## src/rtl/mm2s_frame_sched_pkg.sv

```systemverilog
// Shared types and helpers for the mm2s frame scheduler.
// The state enum, the buffer-count limit and the index-width helper live here.
package mm2s_frame_sched_pkg;

   typedef enum logic [1:0] {
      STOPPED = 2'd0,
      RUN     = 2'd1,
      DRAIN   = 2'd2
   } state_t;

   localparam int C_MAX_BUF = 4;

   // Smallest index width that can name n buffers.
   function automatic int idx_bits(input int n);
      for (int b = 1; b < 32; b++) begin
         if ((1 << b) >= n) return b;
      end
      return 32;
   endfunction

endpackage

```

## src/rtl/mm2s_buf_picker.sv

```systemverilog
// Picks the read buffer on a frame pulse and muxes its base address; purely combinational.
// Zero latency, no backpressure: w_done on an out-of-range index counts as no completion.
module mm2s_buf_picker
   import mm2s_frame_sched_pkg::*;
#(
   parameter int C_BUF_NUM          = 3,
   parameter int C_IDX_BITS         = 2,
   parameter int C_M_AXI_ADDR_WIDTH = 32
) (
   input  logic [C_BUF_NUM*C_M_AXI_ADDR_WIDTH-1:0] i_buf_addrs,
   input  logic [C_IDX_BITS-1:0]                   i_w_idx,
   input  logic                                    i_w_done,
   input  logic [C_IDX_BITS-1:0]                   i_latest_idx,
   input  logic                                    i_latest_valid,
   input  logic [C_IDX_BITS-1:0]                   i_cur_idx,
   input  logic                                    i_pick,
   output logic                                    o_w_ok,
   output logic                                    o_accept,
   output logic [C_IDX_BITS-1:0]                   o_sel_idx,
   output logic [C_M_AXI_ADDR_WIDTH-1:0]           o_addr
);

   localparam logic [C_IDX_BITS:0] C_NUM_L = (C_IDX_BITS+1)'(C_BUF_NUM);

   logic [C_IDX_BITS-1:0] w_cand;
   logic                  w_cvalid;

   assign o_w_ok   = i_w_done && ({1'b0, i_w_idx} < C_NUM_L);
   assign w_cand   = o_w_ok ? i_w_idx : i_latest_idx;
   assign w_cvalid = o_w_ok | i_latest_valid;
   // Never hand the reader the buffer the writer is filling right now.
   assign o_accept  = i_pick && w_cvalid && (w_cand != i_w_idx);
   assign o_sel_idx = o_accept ? w_cand : i_cur_idx;

   always_comb begin
      o_addr = '0;
      for (int k = 0; k < C_BUF_NUM; k++) begin
         if (o_sel_idx == C_IDX_BITS'(k)) o_addr = i_buf_addrs[k*C_M_AXI_ADDR_WIDTH +: C_M_AXI_ADDR_WIDTH];
      end
   end

endmodule

```

## src/rtl/mm2s_frame_sched.sv

```systemverilog
// Frame controller for the mm2s reader: soft-reset sequencing, fsync gating, newest-complete buffer pick.
// fsync/r_addr are zero-latency; state changes land one clock later. MM2S_FRAME_SCHED_STATS_EN adds counters.
module mm2s_frame_sched
   import mm2s_frame_sched_pkg::*;
#(
   parameter int C_BUF_NUM          = 3,
   parameter int C_IDX_BITS         = 2,
   parameter int C_M_AXI_ADDR_WIDTH = 32,
   parameter int C_CNT_BITS         = 16
) (
   input  logic                                    clk,
   input  logic                                    resetn,
   input  logic                                    enable,
   input  logic                                    fsync,
   input  logic [C_BUF_NUM*C_M_AXI_ADDR_WIDTH-1:0] buf_addrs,
   input  logic [C_IDX_BITS-1:0]                   w_idx,
   input  logic                                    w_done,
   output logic                                    mm2s_soft_resetn,
   input  logic                                    mm2s_resetting,
   output logic                                    mm2s_fsync,
   input  logic                                    r_sof,
   output logic [C_M_AXI_ADDR_WIDTH-1:0]           r_addr,
   output logic [C_IDX_BITS-1:0]                   r_idx,
   output logic                                    running,
   output logic [C_CNT_BITS-1:0]                   frames_read,
   output logic [C_CNT_BITS-1:0]                   frames_repeated
);

   generate
      if (idx_bits(C_BUF_NUM) > C_IDX_BITS || C_BUF_NUM > C_MAX_BUF || C_BUF_NUM < 2) begin : g_bad_cfg
         illegal_mm2s_frame_sched_parameters u_bad ();
      end
   endgenerate

   state_t                r_state, w_state_nxt;
   logic [C_IDX_BITS-1:0] r_latest_idx;
   logic                  r_latest_valid;
   logic [C_IDX_BITS-1:0] r_rd_idx;

   logic                  w_pick;
   logic                  w_w_ok;
   logic                  w_accept;
   logic [C_IDX_BITS-1:0] w_sel_idx;

   assign w_pick = r_sof && (r_state == RUN);

   mm2s_buf_picker #(
      .C_BUF_NUM          (C_BUF_NUM),
      .C_IDX_BITS         (C_IDX_BITS),
      .C_M_AXI_ADDR_WIDTH (C_M_AXI_ADDR_WIDTH)
   ) u_picker (
      .i_buf_addrs    (buf_addrs),
      .i_w_idx        (w_idx),
      .i_w_done       (w_done),
      .i_latest_idx   (r_latest_idx),
      .i_latest_valid (r_latest_valid),
      .i_cur_idx      (r_rd_idx),
      .i_pick         (w_pick),
      .o_w_ok         (w_w_ok),
      .o_accept       (w_accept),
      .o_sel_idx      (w_sel_idx),
      .o_addr         (r_addr)
   );

   always_ff @(posedge clk or negedge resetn) begin
      if (!resetn) r_state <= STOPPED;
      else         r_state <= w_state_nxt;
   end

   always_comb begin
      w_state_nxt      = r_state;
      mm2s_soft_resetn = 1'b0;
      running          = 1'b0;
      mm2s_fsync       = 1'b0;
      case (r_state)
         STOPPED: if (enable && !mm2s_resetting) w_state_nxt = RUN;
         RUN: begin
            mm2s_soft_resetn = 1'b1;
            running          = 1'b1;
            mm2s_fsync       = fsync;
            if (!enable) w_state_nxt = DRAIN;
         end
         DRAIN:   if (!mm2s_resetting) w_state_nxt = STOPPED;
         default: w_state_nxt = STOPPED;
      endcase
   end

   // A same-cycle completion is always rejected by the picker, so it never races a clear.
   always_ff @(posedge clk or negedge resetn) begin
      if (!resetn) begin
         r_latest_idx   <= '0;
         r_latest_valid <= 1'b0;
         r_rd_idx       <= '0;
      end else begin
         if (w_w_ok) begin
            r_latest_idx   <= w_idx;
            r_latest_valid <= 1'b1;
         end else if (w_accept) begin
            r_latest_valid <= 1'b0;
         end
         if (w_accept) r_rd_idx <= w_sel_idx;
      end
   end

   assign r_idx = r_rd_idx;

`ifdef MM2S_FRAME_SCHED_STATS_EN
   logic [C_CNT_BITS-1:0] r_frames_read;
   logic [C_CNT_BITS-1:0] r_frames_rep;

   always_ff @(posedge clk or negedge resetn) begin
      if (!resetn) begin
         r_frames_read <= '0;
         r_frames_rep  <= '0;
      end else if (w_pick) begin
         if (w_accept) begin
            if (r_frames_read != '1) r_frames_read <= r_frames_read + 1'b1;
         end else begin
            if (r_frames_rep != '1) r_frames_rep <= r_frames_rep + 1'b1;
         end
      end
   end

   assign frames_read     = r_frames_read;
   assign frames_repeated = r_frames_rep;
`else
   assign frames_read     = '0;
   assign frames_repeated = '0;
`endif

endmodule

```

## config.mk

```make
export PLATFORM = sky130hd
export DESIGN_NAME = mm2s_frame_sched
export DESIGN_NICKNAME = d
export VERILOG_FILES = /design/src/rtl/mm2s_frame_sched_pkg.sv /design/src/rtl/mm2s_buf_picker.sv /design/src/rtl/mm2s_frame_sched.sv
export SDC_FILE = /design/constraint.sdc
export NUM_CORES = 1
export LEC_CHECK = 0
export BUFFER_PORTS_ARGS = -buffer_cell sky130_fd_sc_hd__buf_2
export CAP_MARGIN = 15
export CORE_MARGIN = 8
export CORE_UTILIZATION = 35
export CTS_BUF_LIST = sky130_fd_sc_hd__clkbuf_4
export CTS_CLUSTER_SIZE = 25
export DETAILED_ROUTE_END_ITERATION = 8
export PLACE_DENSITY = 0.83
export SLEW_MARGIN = 10
export SYNTH_ARGS = -nofsm -noshare
export SYNTH_HDL_FRONTEND = slang
export SYNTH_SLANG_ARGS = --single-unit
```

## constraint.sdc

```tcl
create_clock -name clk -period 4.9 [get_ports clk]
set_input_delay 0.735 -clock clk [delete_from_list [all_inputs] [get_ports clk]]
set_output_delay 0.735 -clock clk [all_outputs]
set_load 0.02 [all_outputs]
```

After elaboration in Yosys (flattened, before gate mapping)
Cells that the tools add are included.
{"block": "totals", "in_bits": 105, "regBits": 7}
{"block": "classes", "n_reduce_logical": 10, "eq_ne": 8, "n_lt_le_gt_ge": 1, "n_mux": 13, "bitwise_logic": 1}
{"op": "$mux W32", "n": 3}
{"op": "$mux W2", "n": 5}
{"op": "$ne A2 B2 Y1 const B", "n": 3}
{"op": "$pmux W2 S3", "n": 1}
{"op": "$logic_and A1 B1 Y1", "n": 5}
{"op": "$eq A2 B1 Y1 const B", "n": 2}
{"op": "$eq A2 B2 Y1 const B", "n": 2}
{"op": "$logic_not A2 Y1", "n": 2}
{"op": "$mux W1", "n": 4}
{"op": "$reduce_and A3 Y1", "n": 1}
{"op": "$lt A2 B2 Y1 const B", "n": 1}
{"op": "$ne A2 B2 Y1", "n": 1}
{"op": "$reduce_bool A2 Y1", "n": 1}
{"op": "$logic_not A1 Y1", "n": 1}
{"op": "$or A1 B1 Y1", "n": 1}

Logic depth before layout (Yosys ltp)
Gate-level depths: netlist of the first run.
{"block": "logic_depth", "depth_word": 10, "ltp_mapped": 8, "depth_no_buf": 6}

Hierarchy
Synthesis of the first run repeated with hierarchy kept, for this count alone.
{"block": "unflattened", "hier_cells": 148, "hier_area_um2": 1575.3}
{"mod": "mm2s_buf_picker", "area_each_um2": 1038.5, "instances": 1, "cells_per_inst": 93}
{"mod": "mm2s_frame_sched", "area_each_um2": 536.8, "instances": 1, "cells_per_inst": 55}

Least setup slack after synthesis of the first run
Ideal clock, no wire load.
{"block": "synth_timing", "kind": "input to output", "from": "in w_idx[0]", "to": "out r_addr[0]", "n_path_buf": 1, "cell_stages": 7, "slack_ns": 1.742, "t_arrival_ns": 2.423, "required_ns": 4.165, "path_cell_list": "xnor2_1 -> a21o_1 -> a211oi_4 -> mux2i_2 -> buf_2 -> mux2i_1 -> o2bb2ai_2"}
{"block": "synth_via", "elab_chain_cells": 10, "elab_cells_between_ends": 14, "classes_between": "1 x order compare; 3 x eq/ne; 5 x mux; 1 x bitwise; 4 x reduce/logical"}
{"element": "start, declared", "line_no": "mm2s_frame_sched.sv:16", "source": "input logic [C_IDX_BITS-1:0] w_idx,"}
{"element": "$lt A2 B2 Y1", "line_no": "mm2s_buf_picker.sv:28", "source": "assign o_w_ok = i_w_done && ({1'b0, i_w_idx} < C_NUM_L);"}
{"element": "$logic_and A1 B1 Y1", "line_no": "mm2s_buf_picker.sv:28"}
{"element": "$mux W2 or $or A1 B1 Y1 (tied branches)", "line_no": "mm2s_buf_picker.sv:29, mm2s_buf_picker.sv:30"}
{"element": "$ne A2 B2 Y1 or $logic_and A1 B1 Y1 (tied branches)", "line_no": "mm2s_buf_picker.sv:32", "source": "assign o_accept = i_pick && w_cvalid && (w_cand != i_w_idx);"}
{"element": "$logic_and A1 B1 Y1", "line_no": "mm2s_buf_picker.sv:32"}
{"element": "$mux W2 *", "line_no": "mm2s_buf_picker.sv:33", "source": "assign o_sel_idx = o_accept ? w_cand : i_cur_idx;"}
{"element": "$logic_not A2 Y1", "line_no": "mm2s_buf_picker.sv:38", "source": "if (o_sel_idx == C_IDX_BITS'(k)) o_addr = i_buf_addrs[k*C_M_AXI_ADDR_WIDTH +: C_M_AXI_ADDR_WIDTH];"}
{"element": "$mux W32 (2 in series)", "line_no": "mm2s_buf_picker.sv:38"}
{"element": "$mux W32 *", "line_no": "mm2s_buf_picker.sv:38"}
{"element": "end, declared", "line_no": "mm2s_frame_sched.sv:22", "source": "output logic [C_M_AXI_ADDR_WIDTH-1:0] r_addr,"}
Every way passes the cells marked *; elsewhere a longest branch is shown, timed or not.

Worst setup path in the final report of the first run
{"block": "layout_timing", "from": "in w_idx[0]", "to": "out r_addr[20]"}
Same word-level chain as after synthesis.

==> metrics.txt, run 1 <==
status complete, no violations; first-pass GRT wire length 7.73 mm; leading area contributor after synthesis o2bb2ai_2; Antenna Cells 0; GRT Util Overall between 10% and 20%; Synth Register Bits 7; DR pass1 iterations 4; hpwl dp 4.45 mm; CORE AREA 0.00406 mm2; die width approximately 80 um; vias in the first global route between 1.5k and 2k; pin count of the biggest net entering global routing 35; highest clock rate 261 MHz; commonest non-fill, non-tap cells in the layout buf_2, mux2i_1, conb_1, o2bb2ai_2, dfrtp_1; CTS buffer count 3; CTS tree built; area share of the largest cell type after synthesis between 30 and 40%; unrepaired setup endpoints after global routing no; crit path cell chain buf_2 > xnor2_1 > a21o_1 > a211oi_4 > mux2_4 > and2_4 > o2bb2ai_1 > buf_2; num rows 23; hold-fix buffers at CTS 0; Die Height a little over 80 um; Vias per Instance approximately 4.6; Worst setup SP type input port; layout net count 384; fillcell total 381; count of final setup violators 0; Critical Path RT roughly 4.2 ns; Max-Cap Viols 0; Max VDD drop roughly 0.19 mV; CTS max path bufs 2; Least-Margin Pin Slew 0.555 ns; CP top delay family compound AO/OA/AOI/OAI gates; setup slack after placement 1.08 ns; Period minus WS final 3.84 ns; Routed Antenna Nets 0; initial antenna violation count 0; crit path kind input port to primary output; Levels on crit path 8; Post-Synthesis Cells about 140; ys async rst share 100%; leakage power around 1.2 nW; Critical Path Slowest Stage Cell and2_4; Worst Path Arrival approximately 3.1 ns; Final Slew Violations 0; Worst R2R Path Depth 6; Tightest Hold Check Type input port to asynchronous set/reset pin; PwrDens 499 mW/mm2; setup_tns 0 ns; WP buf/inv 2; Area Overhead vs Synth 41.1%; top_reg_cell synth dfrtp_1; most common cell after layout, fill and taps aside buf_2; post-synthesis cell area between 0.001 and 0.0015 mm2; Synth area leaders o2bb2ai_2, mux2i_1, buf_4; Hold Vio Cnt, Final 0; number of port buffers approximately 140; DR WL/cell 15.8 um; vias 1514; clk slew on worst S/H paths about 0.05 ns; Worst Setup Slack, final approximately 1.1 ns; GPL Wtd Cong about 0.76; clk_skew about 0.0048 ns; post-synth cell types 30; H-tree depth 1; worst skew pair latency 0.26 ns; Top Ports between 150 and 200; post_cts resized 0; Setup crit end kind primary output; CP max FO 34; Starting Density 36.6%; layout cell share with drive strength beyond 1 65.8%; synth warn 0; Post-synth EDFFs 0; grt ovf 0; drt first-iter violations 78; cell mode on critical path buf_2; DRC viols 0; syn avg cell area 10.3 um2; Rel. slew slack 63.0%; Final period util 78.3%; Clock Sinks 7; Root Driver clkbuf_4; die area around 0.0066 mm2; hold slack 0.299 ns; Post-CTS Setup Bufs 0; Total Wirelength 5.19 mm; sequential element share of the synthesized area a little under an eighth; max incr delay on CP 0.60 ns
## worst paths after layout
path,slack [ns],from,to
setup / recovery,1.06,w_idx[0],r_addr[20]
hold / removal,0.30,resetn,r_latest_valid
setup reg to reg,2.87,r_latest_idx[0],r_idx[0]
hold reg to reg,0.49,r_state[1],r_state[0]
max in group asynchronous,4.44,resetn,r_idx[0]
min in group clk,0.49,r_state[1],r_state[0]
## cell families after synthesis
logic type | Yosys count | share of synthesized area (%)
simple gates | 17 | 6.15
other cells | 1 | 0.252
compound gates | 39 | 35.6
mux | 34 | 23.5
flops | 7 | 11.8
xor+xnor | 1 | 0.590
buf+inv | 45 | 22.1
## stage by stage
stage               util [%]  cell area, um2  std cells  total power [mW]
finish                  51.6            2100        328              1.05
global route            51.6            2100        328              1.12
CTS                     51.6            2100        328              1.06
detailed placement      50.9            2070        324              1.00
global placement        50.9            2070        324             0.981
floorplan                  -            1600        175             0.798
## metal layers
metal	routed length (um)	share of wire (%)	track usage [%]
met1	1750	34	13.7
met2	2640	51	27.3
met3	744	14	6.18
met4	52	1.0	4.64
met5	0	0	0
## power by group
part | switching, mW | internal (mW)
Sequential | 0.0114 | 0.0706
Clock | 0.0227 | 0.0367
Combinational | 0.565 | 0.340
Total | 0.599 | 0.447
## sequential cells by signal (all words and copies together) (netlist names)
register,count
r_idx,2
r_latest_idx,2
r_state,2
r_latest_valid,1
## Yosys cell counts, types with 2 or more instances
cell type	instances
dfrtp_1	7
nor2_1	5
buf_6	4
clkbuf_1	2
o2bb2ai_1	2
o2bb2ai_2	30
mux2i_1	32
buf_2	4
nand2_1	4
nor2b_1	2
buf_4	33
## layout make-up
cell class / count / area, um2 / area share [%]
Timing Repair Buffer: 142 / 713 / 34.0
Sequential cell: 7 / 175 / 8.36
Multi-Input combinational cell: 123 / 1110 / 52.8
Tap cell: 50 / 62.6 / 2.99
Clock buffer: 4 / 30.0 / 1.43
Inverter: 2 / 7.51 / 0.358
(Power assumes the default switching activity.)
==> run 2, diff against run 1 <==
- ABC_AREA: unset -> 1
- CORE_UTILIZATION: 35 -> 31
- PLACE_DENSITY: 0.83 -> 0.79
- clock period: 4.9 -> 3.35 ns (I/O delays scaled with it)
==> metrics.txt, run 2 <==
CORE AREA 0.00441 mm2; max incr delay on CP about 0.48 ns; PwrDens 791 mW/mm2; layout cell share with drive strength beyond 1 43.6%; Worst setup SP type flip-flop; DR WL/cell roughly 14 um; DRC viols 0; post-synth cell types 20; GPL Wtd Cong slightly above 0.8; commonest non-fill, non-tap cells in the layout buf_2, nand3_1, conb_1, nand2_1, inv_1; unrepaired setup endpoints after global routing no; crit path kind flip-flop to primary output; highest clock rate 351 MHz; CP max FO 64; Least-Margin Pin Slew approximately 0.62 ns; top_reg_cell synth dfrtp_1; worst r2r src r_state[1]; Antenna Cells 0; leading area contributor after synthesis nand3_1; worst skew pair latency about 0.25 ns; setup slack after placement 0.664 ns; leakage power 1.18 nW; drt first-iter violations 76; count of final setup violators 0; sequential element share of the synthesized area 12.2%; r2r endpoint r_idx[0]; Routed Antenna Nets 0; synth warn 0; Total Wirelength 5.64 mm; hold slack around 0.072 ns; Setup crit end kind primary output; final core occ 44.8%; Area Overhead vs Synth 37.7%; Max-Cap Viols 0; Final Slew Violations 0; synth cell count leaders nand3_1, buf_4, nand2_1; Post-Place Cells 406; crit path cell chain nor2_2 > nand2_1 > a21oi_2 > nand3b_1 > nand2_4 > nand3_1 > nand3_1 > buf_2; Period minus WS final 2.85 ns; clk slew on worst S/H paths 0.05 ns; Critical Path RT 2.85 ns; most common cell after layout, fill and taps aside buf_2; die width 84.1 um; post-synthesis cell area 0.00144 mm2; Multi-input gate area 970 um2; pin count of the biggest net entering global routing 65; initial antenna violation count 0; Post-CTS Setup Bufs 0; Worst Path Arrival 2.34 ns; vias 1968; H-tree depth 1; Synth Register Bits 7; Max VDD drop 0.336 mV; GRT Util Overall 14.9%; Post-synth EDFFs 0; Vias per Instance 4.80; DR pass1 iterations 4; vias in the first global route roughly 2.0k; Hold Vio Cnt, Final 0; Rel. slew slack 58.3%; Reg2Reg Setup Slack 1.49 ns; cell mode on critical path nand3_1; post_cts resized 0; Seq. cell area around 180 um2; Synth area leaders nand3_1, buf_4, dfrtp_1; Post-Synthesis Cells 233; Top Ports roughly 170; Critical Path Slowest Stage Cell nand2_4; status complete, no violations; layout net count 464; CTS max path bufs 2; fillcell total between 400 and 500; number of port buffers 141; Final period util between 80% and 90%; CTS tree built; ys async rst share between 90% and 100%; Tightest Hold Check Type input port to asynchronous set/reset pin; num rows 24; final instance count without filler cells 410; first-pass GRT wire length 9.29 mm; syn avg cell area 6.17 um2; clk_skew between 0.0015 and 0.002 ns; Worst Setup Slack, final 0.504 ns; grt ovf 0; Starting Density 32.6%; Clock Sinks 7; die area 0.00707 mm2; Worst R2R Path Depth 6; area share of the largest cell type after synthesis 46.0%; Root Driver clkbuf_4; setup_tns 0 ns; CTS buffer count 3; Die Height about 84 um; cell with the most instances after synthesis nand3_1; hpwl dp 4.53 mm; hold-fix buffers at CTS 0
-- run 2: cell types whose count changed after synthesis, sizes merged, moves of 2 or more --
cell / delta
nand3: +133
mux2i: -33
o2bb2ai: -32
nand2: +17
buf: +10
inv: +7
nor2b: -3
and2: -2
clkbuf: -2
nand3b: +2
nor2: -2
-- run 2: metrics by stage --
step / area (um2) / power (mW)
after floorplan: 1550 / 1.23
after CTS: 1980 / 1.58
after global placement: 1950 / 1.48
after global routing: 1980 / 1.74
after detailed placement: 1950 / 1.49
final: 1980 / 1.57
-- run 2: cell type report --
type | count | area share, %
Sequential cell | 7 | 8.85
Timing Repair Buffer | 141 | 35.7
Clock buffer | 4 | 1.52
Tap cell | 52 | 3.29
Multi-Input combinational cell | 197 | 49.0
Inverter | 9 | 1.71
-- run 2: worst max path at each step --
stage / startpoint / to / slack [ns] / cells past startpoint
2_1_floorplan: r_state[1] / r_addr[0] / 1.12 / 9
3_3_place_gp: w_idx[1] / r_addr[22] / 0.71 / 13
3_5_place_dp: w_idx[1] / r_addr[13] / 0.66 / 13
4_1_cts: r_state[1] / r_addr[20] / 0.49 / 9
5_1_grt: r_state[1] / r_addr[17] / 0.23 / 8
6_report: r_state[1] / r_addr[20] / 0.50 / 8
-- run 2: layer usage --
| layer | vias up | share of wire (%) | GRT usage, % |
|---|---|---|---|
| met3 | 2 | 11 | 5.57 |
| met2 | 105 | 51 | 27.2 |
| met5 | - | 0 | 0 |
| met4 | 0 | 0.39 | 1.41 |
| li1 | 1000 | - | - |
| met1 | 861 | 38 | 16.3 |
-- run 2: critical path: cells and delay by family (launching register included) --
| family | cells | cell delay [ns] |
|---|---|---|
| AO/OA/AOI/OAI | 1 | 0.27 |
| AND/OR/NAND/NOR | 6 | 1.23 |
| flip-flops | 1 | 0.41 |
| buffers and inverters | 1 | 0.17 |
-- run 2: logic make-up (layout without fill, tap and decap cells) --
kind of cell / after synthesis / count (layout) / synth area share (%)
buffers and inverters: 60 / 154 / 28.5
and+or+nand+nor: 160 / 160 / 56.7
DFF: 7 / 7 / 12.2
AOI/OAI and AO/OA: 5 / 5 / 2.35
other: 1 / 32 / 0.261
-- run 2: power by group --
part / leakage [nW] / internal (mW) / switching, mW / total (mW)
clock network: 0.0184 / 0.0534 / 0.0293 / 0.0827
logic: 1.07 / 0.404 / 0.959 / 1.36
registers: 0.0835 / 0.105 / 0.0160 / 0.121
==> run 3, diff against run 2 <==
- clock period: 3.35 -> 2.4 ns (I/O delays scaled with it)
==> metrics.txt, run 3 (synthesis gave the netlist of run 2 again) <==
hpwl dp 4.97 mm; Top Ports 174; crit path kind flip-flop to primary output; CTS max path bufs 2; layout net count 479; highest clock rate 433 MHz; crit path cell chain nor2_4 > nand2_2 > a21oi_4 > nand2_2 > nand2_4 > nand2_8 > buf_12 > nand3_1 > nand3_1 > buf_2; clk slew on worst S/H paths 0.05 ns; Critical Path Slowest Stage Cell dfrtp_1; Antenna Cells 0; hold slack 0.362 ns; max incr delay on CP 0.43 ns; DR pass1 iterations 5; Seq. cell area 175 um2; CP top delay family simple AND/OR/NAND/NOR gates; Final Slew Violations 0; WP buf/inv 2; vias in the first global route 2101; DR WL/cell 15.1 um; Worst Hold Path Cells 3; number of port buffers between 100 and 150; final instance count without filler cells 425; Total Wirelength ~6.4 mm; DRC viols 0; CP max FO 20; Routed Antenna Nets 0; Worst Setup Slack, final 0.0885 ns; commonest non-fill, non-tap cells in the layout buf_2, nand3_1, conb_1, nand2_1, buf_4; leakage power 1.29 nW; first-pass GRT wire length about 9.6 mm; Vias per Instance 4.94; initial antenna violation count 0; most common cell after layout, fill and taps aside buf_2; die area 0.00707 mm2; Period minus WS final 2.31 ns; num rows 24; Hold Vio Cnt, Final 0; clk_skew 0.000873 ns; CTS buffer count 3; Clock Sinks 7; vias 2100; Critical Path RT 2.04 ns; Max-Cap Viols 0; Die Height approximately 84 um; H-tree depth 1; Worst setup SP type flip-flop; Root Driver clkbuf_4; CTS tree built; GRT Util Overall 15.8%; Worst R2R Path Depth 7; drt first-iter violations 117; Starting Density 32.6%; Critical path origin r_state[1]; PwrDens 1180 mW/mm2; Setup crit end kind primary output; Final period util 96.3%; Hold Startpoint enable; r2r endpoint r_idx[1]; Post-Place Cells a little over 400; GPL Wtd Cong 0.865; Tightest Hold Check Type input port to flip-flop; fillcell total 440; CORE AREA 0.00441 mm2; Max VDD drop 0.365 mV; worst skew pair latency ~0.26 ns; die width approximately 84 um; setup slack after placement 0.198 ns; Multi-input gate area 0.00101 mm2; layout cell share with drive strength beyond 1 46.9%; grt ovf 0; count of final setup violators 0; Worst Path Arrival 1.95 ns; status complete, no violations; Hold EP r_state[0]; pin count of the biggest net entering global routing 37; post-layout power 2.61 mW; worst r2r src r_state[1]; Area Overhead vs Synth 54.4%; Reg2Reg Setup Slack 0.97 ns
run 3: worst max-delay path by stage:
stage / end / cells after the start / slack, ns
detailed placement: r_addr[21] / 14 / 0.20
global route: r_addr[26] / 10 / -0.02
floorplan: r_addr[0] / 9 / 0.31
global placement: r_addr[21] / 14 / 0.25
CTS: r_addr[20] / 10 / 0.01
finish: r_addr[26] / 10 / 0.09
run 3: per-stage QoR:
step           instance area (um2)  TNS [ns]  util [%]
5_1_grt                       2220   -0.0448      50.3
3_5_place_dp                  2070         0      46.8
4_1_cts                       2120         0      48.1
2_1_floorplan                 1550         0         -
3_3_place_gp                  2070         0      46.8
6_report                      2220         0      50.3
run 3: metal layers:
layer	GRT usage, %	vias to the layer above	part of all wire, %
met2	29.2	137	52
met1	16.1	916	35
met3	6.15	16	10
li1	-	1031	-
met5	0	-	0
met4	3.61	0	2.3
run 3: final cells by class:
class                   instances  area share, %
clock buffers                   4           1.35
well taps                      52           2.93
flip-flops and latches          7           7.89
inverters                       9           1.52
multi-input cells             197           45.7
repair buffers                156           40.6
run 3: worst register-to-register path: stages (launching register included):
cell	delay [ns]
dfrtp_1	0.43
nor2_4	0.13
nand2_2	0.07
a21oi_4	0.20
nand2_2	0.13
nand2_1	0.09
nand2_2	0.07
buf_4	0.18
run 3: what timing repair did:
item / 4_1_cts / 5_1_grt
setup buffers: 0 / 5
pin swaps: 1 / 2
hold buffers: 1 / 0
gates cloned: 0 / 0
endpoints found under the hold margin: 7 / 0
setup endpoints to repair: 30 / 32
gates resized for setup: 2 / 17
run 3: power breakdown:
| group | leakage, nW | switching [mW] | total (mW) | internal [mW] |
|---|---|---|---|---|
| Sequential | 0.0835 | 0.0216 | 0.167 | 0.146 |
| Clock | 0.0184 | 0.0453 | 0.120 | 0.0748 |
| Combinational | 1.19 | 1.46 | 2.32 | 0.859 |
| Total | 1.29 | 1.53 | 2.61 | 1.08 |
